$ cat config.mk
export PLATFORM = sky130hd
export DESIGN_NAME = bcd_seq_subtractor_flat
export DESIGN_NICKNAME = d
export VERILOG_FILES = /design/src/rtl/bcd_pkg.sv /design/src/rtl/bcd_seq_subtractor_if.sv /design/src/rtl/bcd_digit_sub.sv /design/src/rtl/bcd_seq_subtractor.sv /design/src/flat_wrapper.sv
export SDC_FILE = /design/constraint.sdc
export NUM_CORES = 1
export LEC_CHECK = 0
export ABC_AREA = 1
export BUFFER_PORTS_ARGS = -buffer_cell sky130_fd_sc_hd__buf_2
export CAP_MARGIN = 40
export CORE_MARGIN = 2
export CORE_UTILIZATION = 40
export CTS_CLUSTER_SIZE = 16
export DETAILED_ROUTE_END_ITERATION = 8
export PLACE_DENSITY = 0.6
export SLEW_MARGIN = 15
export SYNTH_ARGS = -nofsm -noshare
export SYNTH_HDL_FRONTEND = slang
export SYNTH_SLANG_ARGS = --single-unit
$ cat constraint.sdc
create_clock -name clk -period 3.3 [get_ports clk]
set_clock_uncertainty 0.2 [all_clocks]
set_input_delay 0.66 -clock clk [delete_from_list [all_inputs] [get_ports clk]]
set_output_delay 0.66 -clock clk [all_outputs]
set_load 0.01 [all_outputs]
$ cat src/rtl/bcd_pkg.sv
// Shared decimal-arithmetic definitions for the BCD adder and subtractor.
package bcd_pkg;

  localparam int BCD_DIGIT_W = 4;
  localparam int BCD_RADIX   = 10;

  typedef logic [BCD_DIGIT_W-1:0] bcd_digit_t;

  typedef enum logic [1:0] {
    IDLE,
    RUN,
    DONE
  } bcd_sub_state_t;

  // A nibble above 9 is not a decimal digit.
  function automatic logic bcd_digit_invalid(bcd_digit_t x);
    return x > bcd_digit_t'(BCD_RADIX - 1);
  endfunction

endpackage

$ cat src/rtl/bcd_seq_subtractor_if.sv
// Operand/result handshake bundle for the sequential BCD subtractor.
// The err signal exists only when BCD_CHECK_EN is defined.
interface bcd_seq_subtractor_if #(
  parameter int NDIGITS = 2
);
  import bcd_pkg::*;

  localparam int W = BCD_DIGIT_W * NDIGITS;

  logic         start;
  logic [W-1:0] a;
  logic [W-1:0] b;
  logic         bin;
  logic         ready;
  logic [W-1:0] d;
  logic         bout;
  logic         done;
`ifdef BCD_CHECK_EN
  logic         err;
`endif

  modport master (
    output start, a, b, bin,
`ifdef BCD_CHECK_EN
    input  err,
`endif
    input  ready, d, bout, done
  );

  modport slave (
    input  start, a, b, bin,
`ifdef BCD_CHECK_EN
    output err,
`endif
    output ready, d, bout, done
  );

endinterface

$ cat src/rtl/bcd_digit_sub.sv
// Combinational single-digit BCD subtract with borrow; invalid flag only
// with BCD_CHECK_EN.
module bcd_digit_sub
  import bcd_pkg::*;
(
  input  bcd_digit_t a_i,
  input  bcd_digit_t b_i,
  input  logic       brw_i,
`ifdef BCD_CHECK_EN
  output logic       invalid_o,
`endif
  output bcd_digit_t d_o,
  output logic       brw_o
);

  logic [BCD_DIGIT_W:0] t;

  // Bit 4 of the 5-bit difference is the sign; a negative digit folds back by +10.
  always_comb begin
    t     = {1'b0, a_i} - {1'b0, b_i} - {{BCD_DIGIT_W{1'b0}}, brw_i};
    brw_o = t[BCD_DIGIT_W];
    d_o   = t[BCD_DIGIT_W] ? (t[BCD_DIGIT_W-1:0] + bcd_digit_t'(BCD_RADIX))
                           : t[BCD_DIGIT_W-1:0];
  end

`ifdef BCD_CHECK_EN
  assign invalid_o = bcd_digit_invalid(a_i) | bcd_digit_invalid(b_i);
`endif

endmodule

$ cat src/rtl/bcd_seq_subtractor.sv
// Sequential packed-BCD subtractor: D = A - B - bin, one digit per clock, LSD first.
// Optional digit-validity checking with err output under BCD_CHECK_EN.
module bcd_seq_subtractor
  import bcd_pkg::*;
#(
  parameter int NDIGITS = 2
) (
  input logic                 clk,
  input logic                 rst_n,
  bcd_seq_subtractor_if.slave bus
);

  localparam int W     = BCD_DIGIT_W * NDIGITS;
  localparam int IDX_W = (NDIGITS > 1) ? $clog2(NDIGITS) : 1;
  localparam logic [IDX_W-1:0] LAST_IDX = IDX_W'(NDIGITS - 1);

  bcd_sub_state_t   state_q, state_d;
  logic [IDX_W-1:0] idx_q, idx_d;
  logic [W-1:0]     a_q, a_d;
  logic [W-1:0]     b_q, b_d;
  logic [W-1:0]     acc_q, acc_d;
  logic [W-1:0]     d_q, d_d;
  logic             brw_q, brw_d;
  logic             bout_q, bout_d;

  bcd_digit_t             dig;
  logic                   dig_brw;
  logic [W+BCD_DIGIT_W-1:0] acc_shift;

`ifdef BCD_CHECK_EN
  logic dig_invalid;
  logic err_run_q, err_run_d;
  logic err_q, err_d;
`endif

  bcd_digit_sub u_digit (
    .a_i       (a_q[BCD_DIGIT_W-1:0]),
    .b_i       (b_q[BCD_DIGIT_W-1:0]),
    .brw_i     (brw_q),
`ifdef BCD_CHECK_EN
    .invalid_o (dig_invalid),
`endif
    .d_o       (dig),
    .brw_o     (dig_brw)
  );

  // New digit enters at the top; after NDIGITS shifts digit 0 sits at [3:0].
  assign acc_shift = {dig, acc_q};

  always_comb begin
    state_d = state_q;
    idx_d   = idx_q;
    a_d     = a_q;
    b_d     = b_q;
    acc_d   = acc_q;
    d_d     = d_q;
    brw_d   = brw_q;
    bout_d  = bout_q;
`ifdef BCD_CHECK_EN
    err_run_d = err_run_q;
    err_d     = err_q;
`endif
    case (state_q)
      IDLE: begin
        if (bus.start) begin
          a_d     = bus.a;
          b_d     = bus.b;
          brw_d   = bus.bin;
          idx_d   = '0;
          acc_d   = '0;
          state_d = RUN;
`ifdef BCD_CHECK_EN
          err_run_d = 1'b0;
          err_d     = 1'b0;
`endif
        end
      end
      RUN: begin
        a_d   = a_q >> BCD_DIGIT_W;
        b_d   = b_q >> BCD_DIGIT_W;
        brw_d = dig_brw;
        acc_d = acc_shift[W+BCD_DIGIT_W-1:BCD_DIGIT_W];
        idx_d = idx_q + 1'b1;
`ifdef BCD_CHECK_EN
        err_run_d = err_run_q | dig_invalid;
`endif
        if (idx_q == LAST_IDX) begin
          d_d     = acc_shift[W+BCD_DIGIT_W-1:BCD_DIGIT_W];
          bout_d  = dig_brw;
          state_d = DONE;
`ifdef BCD_CHECK_EN
          err_d = err_run_q | dig_invalid;
`endif
        end
      end
      DONE:    state_d = IDLE;
      default: state_d = IDLE;
    endcase
  end

  always_ff @(posedge clk or negedge rst_n) begin
    if (!rst_n) begin
      state_q <= IDLE;
      idx_q   <= '0;
      a_q     <= '0;
      b_q     <= '0;
      acc_q   <= '0;
      d_q     <= '0;
      brw_q   <= 1'b0;
      bout_q  <= 1'b0;
`ifdef BCD_CHECK_EN
      err_run_q <= 1'b0;
      err_q     <= 1'b0;
`endif
    end else begin
      state_q <= state_d;
      idx_q   <= idx_d;
      a_q     <= a_d;
      b_q     <= b_d;
      acc_q   <= acc_d;
      d_q     <= d_d;
      brw_q   <= brw_d;
      bout_q  <= bout_d;
`ifdef BCD_CHECK_EN
      err_run_q <= err_run_d;
      err_q     <= err_d;
`endif
    end
  end

  assign bus.ready = (state_q == IDLE);
  assign bus.done  = (state_q == DONE);
  assign bus.d     = d_q;
  assign bus.bout  = bout_q;
`ifdef BCD_CHECK_EN
  assign bus.err   = err_q;
`endif

endmodule
$ cat src/flat_wrapper.sv
// flat-port wrapper written by rule: the top's interface ports become plain ports
module bcd_seq_subtractor_flat import bcd_pkg::*;
#(
  parameter int NDIGITS = 2
)
  (clk, rst_n, bus_start, bus_a, bus_b, bus_bin, bus_ready, bus_d, bus_bout, bus_done);
  bcd_seq_subtractor_if #(.NDIGITS(NDIGITS)) bus_i ();
  input logic clk;
  input logic rst_n;
  input wire logic [$bits(bus_i.start)-1:0] bus_start;
  input wire logic [$bits(bus_i.a)-1:0] bus_a;
  input wire logic [$bits(bus_i.b)-1:0] bus_b;
  input wire logic [$bits(bus_i.bin)-1:0] bus_bin;
  output wire logic [$bits(bus_i.ready)-1:0] bus_ready;
  output wire logic [$bits(bus_i.d)-1:0] bus_d;
  output wire logic [$bits(bus_i.bout)-1:0] bus_bout;
  output wire logic [$bits(bus_i.done)-1:0] bus_done;
  assign bus_i.start = bus_start;
  assign bus_i.a = bus_a;
  assign bus_i.b = bus_b;
  assign bus_i.bin = bus_bin;
  assign bus_ready = bus_i.ready;
  assign bus_d = bus_i.d;
  assign bus_bout = bus_i.bout;
  assign bus_done = bus_i.done;
  bcd_seq_subtractor #(.NDIGITS(NDIGITS)) u_core (.clk(clk), .rst_n(rst_n), .bus(bus_i));
endmodule
# ---- Word-level counts from Yosys, hierarchy flattened
# Index checks and enable logic that the tools add are counted.
dict set report totals {
  regBits 37
  inputBits 20
  output_inout_bits 11
}
dict set report op_classes {
  n_addsub 4
  eq_ne 4
  n_mux 14
  reduce_logical 5
}
# op n
set ops {}
lappend ops {{one-hot mux 8 bit (2 select lines)} 3}
lappend ops {{two-way mux 8 bit} 3}
lappend ops {{AND reduction 2 bit} 3}
lappend ops {{subtractor 4 x 4 -> 5 bit} 1}
lappend ops {{subtractor 5 x 1 -> 5 bit} 1}
lappend ops {{adder 4 bit, second input constant} 1}
lappend ops {{two-way mux 2 bit} 2}
lappend ops {{two-way mux 4 bit} 1}
lappend ops {{one-hot mux 1 bit (2 select lines)} 2}
lappend ops {{one-hot mux 2 bit (2 select lines)} 1}
lappend ops {{equality test 2 x 1 -> 1 bit, second input constant} 1}
lappend ops {{equality test 2 bit, second input constant} 1}
lappend ops {{zero test 2 bit} 1}
lappend ops {{two-way mux 1 bit} 2}
lappend ops {{!= test 2 x 1 -> 1 bit, second input constant} 1}
lappend ops {{!= test 2 bit, second input constant} 1}
lappend ops {{nonzero test 2 bit} 1}
lappend ops {{adder 1 bit, second input constant} 1}

# ---- Longest topological paths before layout
# Gate-level depths: netlist of the first run.
dict set report logic_depth {
  depth_word 5
  ltp_mapped 16
  mapped_depth_nobuf 16
}

# ---- Hierarchy
# From an unflattened synthesis of the first run, not the netlist that was laid out.
dict set report unflattened {
  cells_unflattened 214
  hier_area_um2 1785.5
}
# mod n_inst cells_per_inst area_per_inst_um2 seq_area_each_um2
set modules_own_cells {}
lappend modules_own_cells {bcd_seq_subtractor 1 160 1427.6 825.8}
lappend modules_own_cells {bcd_digit_sub 1 54 357.8 0.0}

# ---- Worst setup path before layout of the first run
# Ideal clock, no wire load.
dict set report synth_timing {
  kind {register -> register}
  start {reg u_core.brw_q}
  end {reg u_core.acc_q[6]}
  arrival_time_ns 2.308
  setup_slack_ns 0.664
  path_stages_with_launch 11
  synth_period_minus_slack_ns 2.636
  path_cell_list {dfrtp_1 > inv_1 > fa_1 > ha_1 > nor2_1 > fa_1 > xor2_1 > inv_1 > ha_1 > o21ai_0 > o21ai_0}
}
dict set report synth_between {
  elab_chain_len 4
}
# element line_no
set synth_rtl {}
lappend synth_rtl {{start, declared} bcd_seq_subtractor.sv:23} ;# logic brw_q, brw_d;
lappend synth_rtl {{start signal, assigned} bcd_seq_subtractor.sv:122} ;# brw_q <= brw_d;
lappend synth_rtl {{subtractor 5 x 1 -> 5 bit (*)} bcd_digit_sub.sv:20} ;# t = {1'b0, a_i} - {1'b0, b_i} - {{BCD_DIGIT_W{1'b0}}, brw_i};
lappend synth_rtl {{adder 4 bit} bcd_digit_sub.sv:22} ;# d_o = t[BCD_DIGIT_W] ? (t[BCD_DIGIT_W-1:0] + bcd_digit_t'(BCD_RADIX))
lappend synth_rtl {{two-way mux 4 bit (*)} bcd_digit_sub.sv:22}
lappend synth_rtl {{one-hot mux 8 bit (2 select lines) (*)} bcd_seq_subtractor.sv:63} ;# case (state_q)
lappend synth_rtl {{end signal, assigned} bcd_seq_subtractor.sv:107} ;# acc_q <= '0;
lappend synth_rtl {{end signal, assigned} bcd_seq_subtractor.sv:120} ;# acc_q <= acc_d;
lappend synth_rtl {{end, declared} bcd_seq_subtractor.sv:21} ;# logic [W-1:0] acc_q, acc_d;
# Every way passes the cells marked *; elsewhere a longest branch is shown, timed or not.
# A chain may end at the register's enable or synchronous reset.

# ---- Worst setup path in the final report of the first run
dict set report layout_timing {
  start {reg u_core.b_q[0]}
  end {reg u_core.acc_q[6]}
}
dict set report layout_between {
  elab_chain_len 5
}
# element line_no
set layout_rtl {}
lappend layout_rtl {{start, declared} bcd_seq_subtractor.sv:20} ;# logic [W-1:0] b_q, b_d;
lappend layout_rtl {{start signal, assigned} bcd_seq_subtractor.sv:106} ;# b_q <= '0;
lappend layout_rtl {{start signal, assigned} bcd_seq_subtractor.sv:119} ;# b_q <= b_d;
lappend layout_rtl {{subtractor 4 x 4 -> 5 bit (*)} bcd_digit_sub.sv:20}
lappend layout_rtl {{subtractor 5 x 1 -> 5 bit (*)} bcd_digit_sub.sv:20}
lappend layout_rtl {{adder 4 bit} bcd_digit_sub.sv:22}
lappend layout_rtl {{two-way mux 4 bit (*)} bcd_digit_sub.sv:22}
lappend layout_rtl {{one-hot mux 8 bit (2 select lines) (*)} bcd_seq_subtractor.sv:63}
# Marks and branches as above.

==> impl_summary.md, run 1 <==
Outcome
The run finished with clean final reports.

Layout
The net total in the final layout is 245. The number of diodes is 0. At the end of the flow the core is filled with cells to between 40% and 50%. The final design instance area without fill is 1900 sq um. The final standard cell count with taps included and fillers excluded is 265. The post-synthesis to final-layout area growth is 15.9%. Cells with a size suffix above 1 make up between 20% and 30% of the layout.

Drt
After detailed routing, the number of remaining DRC violations is 0. After the first detailed-routing iteration, the DRC count stood at 50. The iteration count of the initial detailed-routing pass is 4. The total wirelength of the detailed-routed design is approximately 3100 um. Dividing the detail-routed via count by the number of cells gives about 4.8. The detail route stage leaves a number of antenna-violating nets equal to 0. For this block, the via count after detailed routing is roughly 1.3k.

After detailed routing, the average wire length per cell comes to 11.7 um.

Floorplan
The starting utilization of the core area is between 40% and 50%. The die covers between 4000 and 5000 sq um. During I/O placement, the number of pins put on the boundary was 31.

The floorplan step set the die height to a little under 70 um. In this run the standard cell core region covers between 3000 and 4000 sq um. From left edge to right edge, the die measures between 60 and 70 um. The floorplan row count is 23.

Worst setup path
The critical-path maximum fanout is 2. STA classifies the critical path startpoint as a register. The critical path required time is between 3 and 4 ns. The worst setup path is captured at a register.

The signal arrival time at the worst endpoint is around 2.8 ns. The kind of critical path is reg -> reg.

Place
In this run the cell area measured after placement is about 1800 sq um. The half-perimeter wire length after placement is 2240 um. The number of placed instances, taps included is approximately 260. The final RePlAce weighted congestion is slightly above 0.8. The number of port buffers is 30.

Yosys
The number of synthesized flops with an enable pin is 0. The fraction of synthesized cell area taken by the top area cell type is 50.3%. The number of distinct library cell variants in the gate-level netlist after synthesis is 25.

The post-synth design cell area is about 1600 sq um. The sequential area share after synthesis is between 50% and 60%. The number of nets handed over by synthesis was between 200 and 250. The fraction of registers with async set/reset is 100%.

Synthesis produced 184 cells. During synthesis, Yosys emitted a total of 0 warnings. By area the synthesized netlist is led by sky130_fd_sc_hd__dfrtp_1, sky130_fd_sc_hd__nand2_1, sky130_fd_sc_hd__inv_1. Among all flip-flop cells after synthesis, the most frequent one is sky130_fd_sc_hd__dfrtp_1. Among all cell types in the netlist, the one instantiated most often is sky130_fd_sc_hd__nand2_1. Each instance of the synthesized netlist takes up on average ~8.9 sq um. The number of synthesized register bits is 33. After synthesis, the most frequently instantiated cells are sky130_fd_sc_hd__nand2_1, sky130_fd_sc_hd__dfrtp_1, sky130_fd_sc_hd__inv_1.

The largest total area in the synthesized netlist belongs to sky130_fd_sc_hd__dfrtp_1.

Timing
Setup repair after global routing left no endpoint under its margin. The total setup violations reported at the end of the flow is 0. The number of pins exceeding their max-slew limit in the final report is 0.

The transition at the pin with the smallest max-transition slack is ~0.73 ns. The final-report hold violation count is 0. Derived from the worst setup path, the maximum achievable clock frequency is 354 MHz.

The worst relative slew slack is between 50% and 60%. The aggregate negative setup slack is 0 ns. The post-route minimum period is ~2.8 ns. The share of the clock period used by the worst path is a little under nine tenths.

Hold path
The path category of the worst min-delay check is in -> async.

Global routing
The initial antenna violation count is 0. The overall global routing resource usage is ~16%. The sum of overflow across all layers after global routing is 0. The first global-routing pass estimated about 5500 um of wire.

The via count of the first global-routing pass is between 1k and 1.5k. The largest net degree at the start of global routing is 34.

Clock network
TritonCTS created 5 clock buffers. TritonCTS built the clock tree. The clock passes through at most 2 buffers. Once the clock tree was built, the resizer swapped 0 gates to a different size.

The clock sink count is 33. The total of hold buffers inserted after clock tree synthesis is 0. The buffer cell driving the clock tree root is sky130_fd_sc_hd__clkbuf_8. The maximum level of the CTS H-tree is 2. The post-CTS repair timing setup buffer count is 0.

After clock tree synthesis, the clock-pin slew on the worst setup and hold paths is roughly 0.06 ns. For the worst-skew pair, the clock arrives at the later sink with an insertion delay of about 0.28 ns.

Job
The tool flagged a number of max-cap violations equal to 0.

Power
The analysis attributes to cell leakage a power of around 0.0010 uW. Power comes to ~2200 uW. VDD sags by at most between 0.3 and 0.4 mV. The power density over cell area is between 1000 and 1500 nW/um^2.
## report_power, final
group	switching [uW]	leakage (uW)	internal (uW)
Sequential	80.4	0.000422	583
Clock	136	0.0000399	138
Combinational	781	0.000556	471
Total	998	0.00102	1190
## cell families (layout without fill, tap and decap cells)
family | count (synthesis) | count (layout) | share of synthesized area, %
DFF | 33 | 33 | 50.3
adders and majority gates | 9 | 9 | 7.78
AOI/OAI and AO/OA | 27 | 27 | 10.6
buffers and inverters | 34 | 65 | 8.62
and+or+nand+nor | 78 | 78 | 21.1
xor gates and xnor gates | 3 | 3 | 1.60
## per-stage QoR
stage                     setup slack [ns]  hold WS (ns)
after global placement               0.585         0.249
after detailed placement             0.458         0.253
after CTS                            0.433         0.263
after global routing                 0.269         0.287
final                                0.471         0.233
after floorplan                      0.664         0.164
## registers in the layout (all words and copies together) (netlist names)
name / cells
u_core.a_q: 8
u_core.b_q: 8
u_core.bus.d: 8
u_core.acc_q: 4
u_core.state_q: 2
u_core.brw_q: 1
u_core.bus.bout: 1
u_core.idx_q: 1
## worst paths after layout
| path | startpoint | to | slack, ns | cells after the start |
|---|---|---|---|---|
| setup / recovery | u_core.b_q[0]$_DFFE_PN0P_ | u_core.acc_q[6]$_DFFE_PN0P_ | 0.47 | 11 |
| hold reg to reg | u_core.bus.d[2]$_DFFE_PN0P_ | u_core.bus.d[2]$_DFFE_PN0P_ | 0.26 | 2 |
| max in group asynchronous | rst_n | u_core.b_q[2]$_DFFE_PN0P_ | 2.20 | 1 |
| setup reg to reg | u_core.b_q[0]$_DFFE_PN0P_ | u_core.acc_q[6]$_DFFE_PN0P_ | 0.47 | 11 |
| min in group clk | u_core.bus.d[2]$_DFFE_PN0P_ | u_core.bus.d[2]$_DFFE_PN0P_ | 0.26 | 2 |
| hold / removal | rst_n | u_core.acc_q[7]$_DFFE_PN0P_ | 0.23 | 1 |
## routing by layer
layer  share of wire, %  vias to the layer above  track usage [%]
met5                  0                        -                0
met2                 44                       35             24.5
met4                2.1                        0             8.25
li1                   -                      656                -
met3                5.9                        7             4.28
met1                 48                      567             22.1
## critical path: stages (launching register included)
cell	delay [ns]
sky130_fd_sc_hd__dfrtp_1	0.36
sky130_fd_sc_hd__inv_1	0.10
sky130_fd_sc_hd__fa_1	0.45
sky130_fd_sc_hd__inv_1	0.07
sky130_fd_sc_hd__ha_1	0.15
sky130_fd_sc_hd__nor2_1	0.06
sky130_fd_sc_hd__fa_1	0.42
sky130_fd_sc_hd__xor2_1	0.21
sky130_fd_sc_hd__inv_1	0.06
sky130_fd_sc_hd__ha_1	0.28
sky130_fd_sc_hd__o21ai_0	0.22
sky130_fd_sc_hd__o21ai_0	0.11
## placed cells by master, fill, tap and decap left out
master and count:
sky130_fd_sc_hd__clkinv_2 1, sky130_fd_sc_hd__o21ai_1 2, sky130_fd_sc_hd__o22ai_1 2, sky130_fd_sc_hd__nor2_8 1, sky130_fd_sc_hd__xor2_1 3, sky130_fd_sc_hd__nand3b_1 1
sky130_fd_sc_hd__o21ai_2 1, sky130_fd_sc_hd__clkbuf_8 5, sky130_fd_sc_hd__inv_4 1, sky130_fd_sc_hd__nor2_1 8, sky130_fd_sc_hd__inv_2 3, sky130_fd_sc_hd__buf_2 30
sky130_fd_sc_hd__buf_4 1, sky130_fd_sc_hd__nor2_4 1, sky130_fd_sc_hd__a32o_1 2, sky130_fd_sc_hd__nand3_1 14, sky130_fd_sc_hd__o21ai_0 13, sky130_fd_sc_hd__nand2_2 2
sky130_fd_sc_hd__nand4_1 1, sky130_fd_sc_hd__fa_1 2, sky130_fd_sc_hd__inv_1 24, sky130_fd_sc_hd__o221ai_1 4, sky130_fd_sc_hd__o211ai_1 3, sky130_fd_sc_hd__dfrtp_1 33
sky130_fd_sc_hd__nand2_1 50, sky130_fd_sc_hd__ha_1 7
## layout make-up
cell class,count,area (sq um)
repair buffers,31,158
clock inverters,1,5.00
clock buffers,5,68.8
multi-input cells,117,673
well taps,50,62.6
inverters,28,108
fillers,381,2070
flip-flops and latches,33,826
Power figures use the tool's default switching activity.
==> run 2: changes to the inputs <==
PLACE_DENSITY = 0.62   (was 0.6)
clock period = 2.6 ns   (was 3.3 ns; I/O delays follow)
==> run 2 against run 1 <==
- sequential power rose by 27%
- power rose by 49%
- global-route usage is 0.20 points higher
- sequential share of layout area fell by 2.5 points
- critical path type unchanged
- clock-buffer cell count is 2 higher
- non-clock buffer count up 8
- maximum frequency rose by 9.3%
- final area grew 6.0%
- worst setup slack worse by 0.46 ns
- combinational power up 62%
- via count grew 2.2%
==> impl_summary.md, run 2 (synthesis results as in run 1) <==
Timing
The number of pins exceeding their max-slew limit in the final report came to 0. The total setup violations reported at the end of the flow is 0. In the finished design, the share of the clock period the worst path needs comes to 99.5%. After layout, the minimum clock period comes to approximately 2.6 ns.

The transition at the pin with the smallest max-transition slack is 0.727 ns. Headroom to the max-slew limit came out at about half. The timing-limited maximum frequency is slightly below 400 MHz. The final-report hold violation count is 0.

Setup repair after global routing could not meet its margin everywhere.

Layout
Once layout is done, the placed cells without fillers occupy 2010 sq um. Cells with a size suffix above 1 make up between 30% and 40% of the layout. Once layout is complete, the cells apart from fillers number between 200 and 300. The number of diodes is 0. Leaving out fill and tap cells, the most frequent cell in the layout is sky130_fd_sc_hd__nand2_1. The net total in the final layout is about 250. The top cell types in the final layout, fill and taps aside, are sky130_fd_sc_hd__nand2_1, sky130_fd_sc_hd__dfrtp_1, sky130_fd_sc_hd__buf_2, sky130_fd_sc_hd__inv_1, sky130_fd_sc_hd__nand3_1. Once layout is complete, the utilization of the core stands at 50.7%. The post-synthesis to final-layout area growth is 22.8%.

Floorplan
31 I/O pins were placed. The floorplan step defined a die boundary enclosing around 4600 sq um. Measured along the y axis, the die boundary spans about 70 um.

The core outline area is 3970 sq um. After floorplanning, the core was divided into 23 placement rows. The starting utilization of the core area is about two fifths. The floorplan step set the die width to between 60 and 70 um.

Clock network
After clock tree synthesis, the clock-pin slew on the worst setup and hold paths is around 0.06 ns. The total clock buffers created by CTS is 5. The maximum level of the CTS H-tree is 2.

The insertion delay of the later-clocked pin in the worst-skew pair is around 0.28 ns. Counting along the longest clock path gives a buffer depth of 2. The tree is rooted in a sky130_fd_sc_hd__clkbuf_8. The clock sink count is 33. TritonCTS built the clock tree.

Global routing
Entering global routing, the biggest net connects 34 pins. The via count of the first global-routing pass was about 1.3k. The initial antenna violation count is 0. The sum of overflow across all layers after global routing is 0.

Global routing consumed, over all layers together, roughly 17% of the routing resources. The first global-routing pass estimated ~5600 um of wire.

Power
For this design the static power due to leakage is between 0.001 and 0.0015 uW. The completed layout was analyzed and its total power is around 3300 uW. VDD sags by at most ~0.58 mV. The power density over cell area is around 1600 nW/um^2.

Worst setup path
The endpoint type of the worst setup path is a register. The startpoint class of the critical path is a register. The launch point of the critical path is u_core.brw_q$_DFFE_PN0P_. The worst register-to-register path begins at u_core.brw_q$_DFFE_PN0P_. In this run the critical register-to-register path is captured at u_core.acc_q[7]$_DFFE_PN0P_. The setup path with the least slack is of type reg -> reg.

The most critical setup path has its endpoint at u_core.acc_q[7]$_DFFE_PN0P_. In this run the worst path has a maximum fanout of 2. The worst setup slack for register-to-register paths is 0.01 ns. Data on the critical path arrives at its endpoint at between 2 and 3 ns. The critical path required time is 2.58 ns.

Counting cells, the worst reg-to-reg path comes to 13.

Drt
Dividing the detail-routed wire length by the instance count gives 11.8 um. Using the TritonRoute via totals, the vias-per-cell ratio works out to between 4 and 5. The iteration count of the initial detailed-routing pass is 4. The total wirelength of the detailed-routed design is between 3000 and 4000 um.

The first routing iteration left 66 violations. After detailed routing, the number of remaining DRC violations is 0. For this block, the via count after detailed routing is roughly 1.3k. The post-detailed-route count of antenna-violating nets is 0.

Hold path
The path category of the worst min-delay check is in -> async.

Place
The final RePlAce weighted congestion is 0.797. During placement, the flow inserted port buffers numbering 30. After legalization and detailed placement, the total HPWL measured between 2000 and 2500 um. After detailed placement, the total cell area comes to between 1500 and 2000 sq um.

In this run, placement finished with an instance count of 264.

Job
The count of maximum capacitance violations is 0.

Outcome
The run finished with clean final reports.
-- run 2: final cells by class --
cell class / count / area (sq um)
timing repair buffer: 39 / 218
inverter: 28 / 108
sequential: 33 / 826
clock buffer: 7 / 86.3
multi-input combinational: 117 / 714
fill: 385 / 1960
tap: 50 / 62.6
-- run 2: layer usage --
metal	vias to the layer above	GRT usage, %	share of wire (%)
met4	0	9.00	1.7
met1	580	21.5	47
li1	670	-	-
met5	-	0	0
met2	37	25.4	44
met3	6	4.61	6.7
-- run 2: power breakdown --
group	internal, uW	switching, uW
clock	210	174
combinational	885	1150
sequential	741	104
total	1830	1430
-- run 2: per-stage QoR --
| step | setup TNS, ns | setup WS [ns] | hold WS (ns) |
|---|---|---|---|
| 2_1_floorplan | 0 | 0.0101 | 0.0244 |
| 3_3_place_gp | -0.171 | -0.0481 | 0.250 |
| 3_5_place_dp | -0.500 | -0.115 | 0.253 |
| 4_1_cts | -0.00897 | -0.00897 | 0.122 |
| 5_1_grt | -0.532 | -0.162 | 0.157 |
| 6_report | 0 | 0.0131 | 0.0922 |
-- run 2: repair_timing --
item	in CTS	in global routing
resized for setup	5	11
buffers inserted	1	2
endpoints found under the hold margin	0	0
hold buffers	0	0
pin swaps	4	5
setup endpoints to repair	7	8
-- run 2: critical path, cell delays in order, from the launching register on --
cell and delay, ns:
sky130_fd_sc_hd__dfrtp_1 0.33, sky130_fd_sc_hd__inv_2 0.04, sky130_fd_sc_hd__fa_1 0.55, sky130_fd_sc_hd__ha_2 0.18, sky130_fd_sc_hd__nor2_2 0.04, sky130_fd_sc_hd__fa_2 0.34, sky130_fd_sc_hd__xor2_1 0.17, sky130_fd_sc_hd__inv_1 0.07
sky130_fd_sc_hd__ha_2 0.17, sky130_fd_sc_hd__nand3b_1 0.15, sky130_fd_sc_hd__nand2_1 0.06, sky130_fd_sc_hd__nand2_1 0.06, sky130_fd_sc_hd__nand2_1 0.06, sky130_fd_sc_hd__nand2_1 0.04
-- run 2: how the worst min path moves through the flow --
stage	start	endpoint	slack, ns	cells past startpoint
2_1_floorplan	rst_n	u_core.a_q[0]$_DFFE_PN0P_	0.02	0
6_report	rst_n	u_core.bus.d[2]$_DFFE_PN0P_	0.09	1
3_3_place_gp	u_core.bus.d[1]$_DFFE_PN0P_	u_core.bus.d[1]$_DFFE_PN0P_	0.25	2
3_5_place_dp	u_core.bus.d[1]$_DFFE_PN0P_	u_core.bus.d[1]$_DFFE_PN0P_	0.25	2
5_1_grt	rst_n	u_core.bus.bout$_DFFE_PN0P_	0.16	1
4_1_cts	rst_n	u_core.bus.d[2]$_DFFE_PN0P_	0.12	1
